[src/rtl/mem_port_arbiter.sv]
// Arbitrates a CPU fetch port and data port onto one fixed-latency unified memory.
// Optional ARB_PERF_EN adds saturating grant and stall-cycle counters.
module mem_port_arbiter #(
   parameter int unsigned ADDR_W     = 64,
   parameter int unsigned MEM_LAT    = 2,
   parameter int unsigned STARVE_MAX = 4
) (
   input  logic              clk,
   input  logic              rst_n,
   input  logic              if_req,
   input  logic [ADDR_W-1:0] if_addr,
   output logic [31:0]       if_rdata,
   output logic              if_ready,
   input  logic              d_rd,
   input  logic              d_wr,
   input  logic [ADDR_W-1:0] d_addr,
   input  logic [63:0]       d_wdata,
   output logic [63:0]       d_rdata,
   output logic              d_ready,
   output logic              stall,
   output logic              mem_en,
   output logic              mem_we,
   output logic [ADDR_W-1:0] mem_addr,
   output logic [63:0]       mem_wdata,
   input  logic [63:0]       mem_rdata
`ifdef ARB_PERF_EN
   ,
   output logic [31:0]       perf_if_grants,
   output logic [31:0]       perf_d_grants,
   output logic [31:0]       perf_stall_cycles
`endif
);

   localparam int unsigned CNT_W = (MEM_LAT > 1) ? $clog2(MEM_LAT) : 1;
   localparam int unsigned ST_W  = $clog2(STARVE_MAX + 1);
   localparam logic [CNT_W-1:0] CNT_INIT   = CNT_W'(MEM_LAT - 1);
   localparam logic [ST_W-1:0]  STARVE_LIM = ST_W'(STARVE_MAX);

   typedef enum logic [1:0] {StIdle, StIssue, StWait, StResp} state_e;

   state_e            state_q, state_d;
   logic [CNT_W-1:0]  cnt_q;
   logic [ST_W-1:0]   starve_q;
   logic              port_d_q;   // owner of the in-flight transaction: 1 = data port
   logic              we_q;
   logic              sel_hi_q;
   logic [ADDR_W-1:0] addr_q;
   logic [63:0]       wdata_q;
   logic [31:0]       if_rdata_q;
   logic [63:0]       d_rdata_q;

   logic d_req;
   logic grant_if;
   logic grant_d;
   logic last_wait;
   logic unused_addr_bits;

   assign unused_addr_bits = ^{if_addr[1:0], d_addr[2:0]};

   always_comb begin
      d_req    = d_rd | d_wr;
      grant_if = 1'b0;
      grant_d  = 1'b0;
      if (state_q == StIdle) begin
         // Data has priority until fetch has been passed over STARVE_MAX times.
         if (d_req && !(if_req && (starve_q == STARVE_LIM))) begin
            grant_d = 1'b1;
         end else if (if_req) begin
            grant_if = 1'b1;
         end
      end
   end

   assign last_wait = (state_q == StWait) && (cnt_q == '0);

   always_comb begin
      state_d = state_q;
      unique case (state_q)
         StIdle:  if (grant_if || grant_d) state_d = StIssue;
         StIssue: state_d = StWait;
         StWait:  if (cnt_q == '0) state_d = StResp;
         StResp:  state_d = StIdle;
         default: state_d = StIdle;
      endcase
   end

   always_ff @(posedge clk or negedge rst_n) begin
      if (!rst_n) begin
         state_q <= StIdle;
      end else begin
         state_q <= state_d;
      end
   end

   always_ff @(posedge clk or negedge rst_n) begin
      if (!rst_n) begin
         cnt_q      <= '0;
         starve_q   <= '0;
         port_d_q   <= 1'b0;
         we_q       <= 1'b0;
         sel_hi_q   <= 1'b0;
         addr_q     <= '0;
         wdata_q    <= '0;
         if_rdata_q <= '0;
         d_rdata_q  <= '0;
      end else begin
         if (grant_if) begin
            port_d_q <= 1'b0;
            we_q     <= 1'b0;
            sel_hi_q <= if_addr[2];
            addr_q   <= {if_addr[ADDR_W-1:3], 3'b000};
         end
         if (grant_d) begin
            port_d_q <= 1'b1;
            we_q     <= d_wr;
            addr_q   <= {d_addr[ADDR_W-1:3], 3'b000};
            wdata_q  <= d_wdata;
         end
         if (grant_d && if_req) begin
            if (starve_q != STARVE_LIM) starve_q <= starve_q + ST_W'(1);
         end else if (grant_if || grant_d) begin
            starve_q <= '0;
         end
         if (state_q == StIssue) begin
            cnt_q <= CNT_INIT;
         end else if ((state_q == StWait) && (cnt_q != '0)) begin
            cnt_q <= cnt_q - CNT_W'(1);
         end
         if (last_wait && !we_q) begin
            if (port_d_q) begin
               d_rdata_q <= mem_rdata;
            end else begin
               if_rdata_q <= sel_hi_q ? mem_rdata[63:32] : mem_rdata[31:0];
            end
         end
      end
   end

   assign mem_en    = (state_q == StIssue);
   assign mem_we    = mem_en & we_q;
   assign mem_addr  = addr_q;
   assign mem_wdata = wdata_q;
   assign if_ready  = (state_q == StResp) & ~port_d_q;
   assign d_ready   = (state_q == StResp) & port_d_q;
   assign if_rdata  = if_rdata_q;
   assign d_rdata   = d_rdata_q;
   assign stall     = (if_req & ~if_ready) | (d_req & ~d_ready);

`ifdef ARB_PERF_EN
   always_ff @(posedge clk or negedge rst_n) begin
      if (!rst_n) begin
         perf_if_grants    <= '0;
         perf_d_grants     <= '0;
         perf_stall_cycles <= '0;
      end else begin
         if (grant_if && (perf_if_grants != '1)) perf_if_grants <= perf_if_grants + 32'd1;
         if (grant_d && (perf_d_grants != '1)) perf_d_grants <= perf_d_grants + 32'd1;
         if (stall && (perf_stall_cycles != '1)) begin
            perf_stall_cycles <= perf_stall_cycles + 32'd1;
         end
      end
   end
`endif

endmodule

[config.mk]
export PLATFORM = sky130hd
export DESIGN_NAME = mem_port_arbiter
export DESIGN_NICKNAME = d
export VERILOG_FILES = /design/src/rtl/mem_port_arbiter.sv
export SDC_FILE = /design/constraint.sdc
export NUM_CORES = 1
export LEC_CHECK = 0
export CAP_MARGIN = 25
export CELL_PAD_IN_SITES_DETAIL_PLACEMENT = 1
export CELL_PAD_IN_SITES_GLOBAL_PLACEMENT = 2
export CORE_UTILIZATION = 26
export CTS_CLUSTER_SIZE = 30
export DETAILED_ROUTE_END_ITERATION = 10
export PLACE_DENSITY = 0.9
export SYNTH_ARGS = -nofsm -noshare
export SYNTH_HDL_FRONTEND = slang
export SYNTH_SLANG_ARGS = --single-unit
[constraint.sdc]
create_clock -name clk -period 2.8 [get_ports clk]
set_input_delay 0.7 -clock clk [delete_from_list [all_inputs] [get_ports clk]]
set_output_delay 0.7 -clock clk [all_outputs]
set_load 0.005 [all_outputs]
### Yosys cells after proc, flatten, opt, wreduce, memory -nomap -nowiden

Index checks and enable logic that the tools add are counted.

* register bits after elaboration: 233
* latch bits: 0
* RAM bits: 0
* memory bits (read-only): 0
* input port bits: 261
* output and inout bits: 229
* logic and storage cells: 67
* memories: 0

* add/subtract/negate cells: 2
* multipliers: 0
* div/mod/pow operators: 0
* $lt $le $gt $ge: 0
* equality and inequality tests: 8
* shift-type cells: 0
* muxes and demuxes: 19
* bitwise operators: 11
* reductions and logical operators: 17

Operator list (number)
* two-way mux 64 bit: 2
* two-way mux 32 bit: 1
* two-way mux 1 bit: 10
* two-way mux 3 bit: 3
* case mux 2 bit (4 select lines): 1
* AND reduction 2 bit: 4
* logical AND 1 bit: 6
* nonzero test 2 bit: 3
* AND 1 bit: 5
* == test 2 bit, second input constant: 2
* two-way mux 2 bit: 2
* != test 2 x 1 -> 1 bit, second input constant: 2
* inverter 1 bit: 4
* adder 3 x 1 -> 3 bit, second input constant: 1
* == test 3 bit, second input constant: 1
* != test 3 bit, second input constant: 1
* == test 2 x 1 -> 1 bit, second input constant: 1
* zero test 1 bit: 2
* zero test 2 bit: 1
* != test 2 bit, second input constant: 1
* bitwise OR 1 bit: 2
* logical OR 1 bit: 1
* subtractor 1 bit, second input constant: 1

### Logic depth before layout (Yosys ltp)

* word-level depth: 9
* gate-level depth with buffers: 8

### Worst setup path after synthesis

OpenSTA, ideal clock, no wires.

* kind: input port to output port
* from: input d_wr
* to: output stall
* arrival time: 1.426 ns
* required time: 2.100 ns
* setup slack: 0.674 ns
* stages on the path: 4
* path through: nor2_2 clkbuf_1 nand2_1 o2bb2ai_1

* cells in the longest elaborated chain, start to end: 3

Ends and longest elaborated chain
* start, declared: RTL line 15 `input logic d_wr,`
* bitwise OR 1 bit: RTL line 61 `d_req = d_rd | d_wr;`
* AND 1 bit: RTL line 147 `assign stall = (if_req & ~if_ready) | (d_req & ~d_ready);`
* bitwise OR 1 bit: RTL line 147
* end, declared: RTL line 20 `output logic stall,`

No other way between the ends.

### Worst setup path after layout

* from: register state_q[0]
* to: output if_ready

* cells in the longest elaborated chain, start to end: 2

Ends and longest elaborated chain
* start, declared: RTL line 41 `state_e state_q, state_d;`
* start signal, assigned: RTL line 89 `state_q <= StIdle;`
* start signal, assigned: RTL line 91 `state_q <= state_d;`
* == test 2 bit: RTL line 143 `assign if_ready = (state_q == StResp) & ~port_d_q;`
* AND 1 bit: RTL line 143
* end, declared: RTL line 13 `output logic if_ready,`

No other way between the ends.

==> reports/results.ini <==
[run_status]
status = completed

[route]
drt_iter0_drc = 197
drcViolationCount = 0
vias = 8365
drtAntennaViolNets = 0
wl_um = 36900
first_pass_iters = 4
avgViaCountPerCell = 4.62
wl_per_cell_um = 20.4

[timing]
max_slew_margin = 0.476
worst_slew_pin_slew_ps = 787
setup_viol = 0
clock.fmax_mhz = 382
finalCritPeriodShare = 0.934
fin_crit_ps = 2620
final.setup.worst_slack_ps = 185
rsz0062_at_grt = no
drv_slew = 0
hold_viol = 0
fin_worst_skew_ps = 11.9

[floorplanning]
rows = 71
core_area_um2 = 37800
die_h_um = 198
start_util = 0.265
die_w_um = 198
io_pins = 490
die_area_um2 = 39200

[final_layout]
final_area_um2 = 16300
area_growth_pct = 63.1
layout.nets = 1549
utilization = 0.432
layout-drive-gt1-share = 0.112
antenna_cells = 0

[synthesis]
synth_top_area_frac = 0.576
ys_warn_count = 0
synthCells = 814
syn_area_per_cell_um2 = 12.3
yosysSeqAreaShare = 0.576
yosys_most_used_dff = dfrtp_1
synth_seq_cells = 230
ys_types = 38
synth_edf_count = 0
synth_top_area_cell = dfrtp_1
netlist_area_um2 = 9990
async_flop_share = 1.00
synth.area.top_cells = dfrtp_1, mux2_4, mux2_1, a21oi_1, o31ai_1

[global_route]
met1_usage = 0.205
grt_max_degree = 84
gr-max-usage-layer = met2
antenna_found_initial = 0
grt_use_met3 = 0.0589
grt-ovfl-total = 0
grt_pass1_wl_um = 54700
grt_usage = 0.182
grt_pass1_vias = 9076
use_met2 = 0.321

[worst_setup_path]
arrival_ps = 1920
worst_ep_required_time_ps = 2100
end_kind = output port
worstSetupPathType = reg2out
cp_max_fo = 4
startpoint = state_q[0]
startpoint_type = register
r2r_cells = 6
r2r-start = state_q[0]

[job]
cap_violations = 0

[power_and_ir_drop]
p_clk_frac = 0.193
swShare = 0.317
p_int_mw = 11.8
p_seq_frac = 0.345
powerDensity_nw_per_um2 = 1060
p_switching_mw = 5.50
p_leak_nw = 6.83
pwr-share-comb = 0.462
worst_ir_drop_vdd_v = 0.000514
p_total_mw = 17.3

[placed_design]
dp_hpwl_um = 26700
placed_cell_area_um2 = 15500
io_buffers = 481
pre_cts_ws_ps = -24.8
gp_congestion = 0.762

[clock_network]
htree_num_levels = 1
post_cts_buffers = 0
cts_inserted_buffers = 27
cts_tree = done
clockRootBuffer = clkbuf_16
cts_max_path_buffers = 3
cts.sinks = 230
clk_latency_ps = 530
cts.clk_slew.worst_paths_ps = 60

[worst_hold_path]
min_path_type = in2async

## cells by family (layout without fill, tap and decap cells)
kind of cell | after synthesis | in the layout | share of synthesized area
simple gates | 175 | 175 | 0.0775
compound gates | 166 | 166 | 0.102
buf+inv | 74 | 556 | 0.0399
flops | 230 | 230 | 0.576
fa+ha+maj | 6 | 6 | 0.00751
mux | 162 | 162 | 0.197
other cells | 1 | 3 | 0.000375
## placed cells by master, fill, tap and decap left out, types with 2 or more instances in the layout
cell             synthesis  layout
clkdlybuf4s50_1          0     479
dfrtp_1                230     229
a21oi_1                 94      94
nand2_1                 68      68
nor3_1                  62      62
o31ai_1                 62      61
mux2_1                  60      60
mux2_4                  49      49
mux2i_1                 32      32
nor2_1                  32      32
clkbuf_16                0      27
mux2_2                  21      21
buf_12                   0      13
buf_4                   11      12
clkbuf_1                16       8
ha_1                     6       6
clkbuf_8                 0       5
inv_1                    4       4
clkinv_2                 0       4
and2_1                   3       3
conb_1                   1       3
nor4b_2                  0       2
a32o_1                   2       2
## power groups by stage
stage	Clock (mW)	Sequential (mW)	Combinational, mW
global route	3.60	6.17	8.65
CTS	3.49	5.99	8.16
global placement	0	5.90	7.85
detailed placement	0	6.01	8.09
finish	3.36	5.98	8.01
floorplan	0	5.89	3.35
## Yosys cell counts (2+ instances only)
cell type,number
a21oi_1,94
inv_1,4
buf_2,28
dfrtp_1,230
ha_1,6
buf_6,6
nor4b_1,2
mux2_2,21
buf_4,11
mux2_1,60
nand2_1,68
buf_1,8
nor2_1,32
mux2_4,49
a32o_1,2
clkbuf_1,16
and2_1,3
mux2i_1,32
o31ai_1,62
nor3_1,62
## worst max-delay path, stage by stage (launching register included)
cell             delay [ps]
dfrtp_1                 390
ha_1                    170
nor2b_2                 230
clkdlybuf4s50_1         590
## registers in the layout, summed over array words and instances (netlist names)
name / cells
we_q: 1
sel_hi_q: 1
starve_q: 3
d_rdata: 64
mem_addr: 61
state_q: 2
if_rdata: 32
cnt_q: 1
port_d_q: 1
mem_wdata: 64
## timing repair
item                                    4_1_cts  5_1_grt
hold buffers                                  0        0
gates resized for setup                       3        0
endpoints found under the setup margin        1        0
## area by class of cell
class | count | area (um2)
Clock inverter | 5 | 50.0
Sequential cell | 230 | 5760
Inverter | 5 | 18.8
Timing Repair Buffer | 506 | 5170
Clock buffer | 40 | 774
Multi-Input combinational cell | 512 | 3890
Tap cell | 511 | 639
Fill cell | 3998 | 21500
## metrics by stage
| stage | std cells | hold WS (ps) | setup TNS (ps) |
|---|---|---|---|
| 5_1_grt | 1809 | 140 | 0 |
| 2_1_floorplan | 816 | 404 | 0 |
| 3_5_place_dp | 1764 | 468 | -24.8 |
| 6_report | 1809 | 120 | 0 |
| 3_3_place_gp | 1764 | 459 | -19.5 |
| 4_1_cts | 1809 | 108 | 0 |
## layer usage
metal  up-vias  wire (um)
met5         -          0
met3        54       3210
met2       319      18800
met4         0       1010
met1      4179      13900
li1       3813          -
## worst paths after layout
check                           endpoint  slack [ps]
max                             if_ready         180
max reg2reg                  d_rdata[24]         650
min                         if_rdata[30]         120
min in group clk            mem_addr[37]         470
max in group asynchronous  mem_wdata[50]        1990
min reg2reg                 mem_addr[37]         470
(Power assumes the default switching activity.)
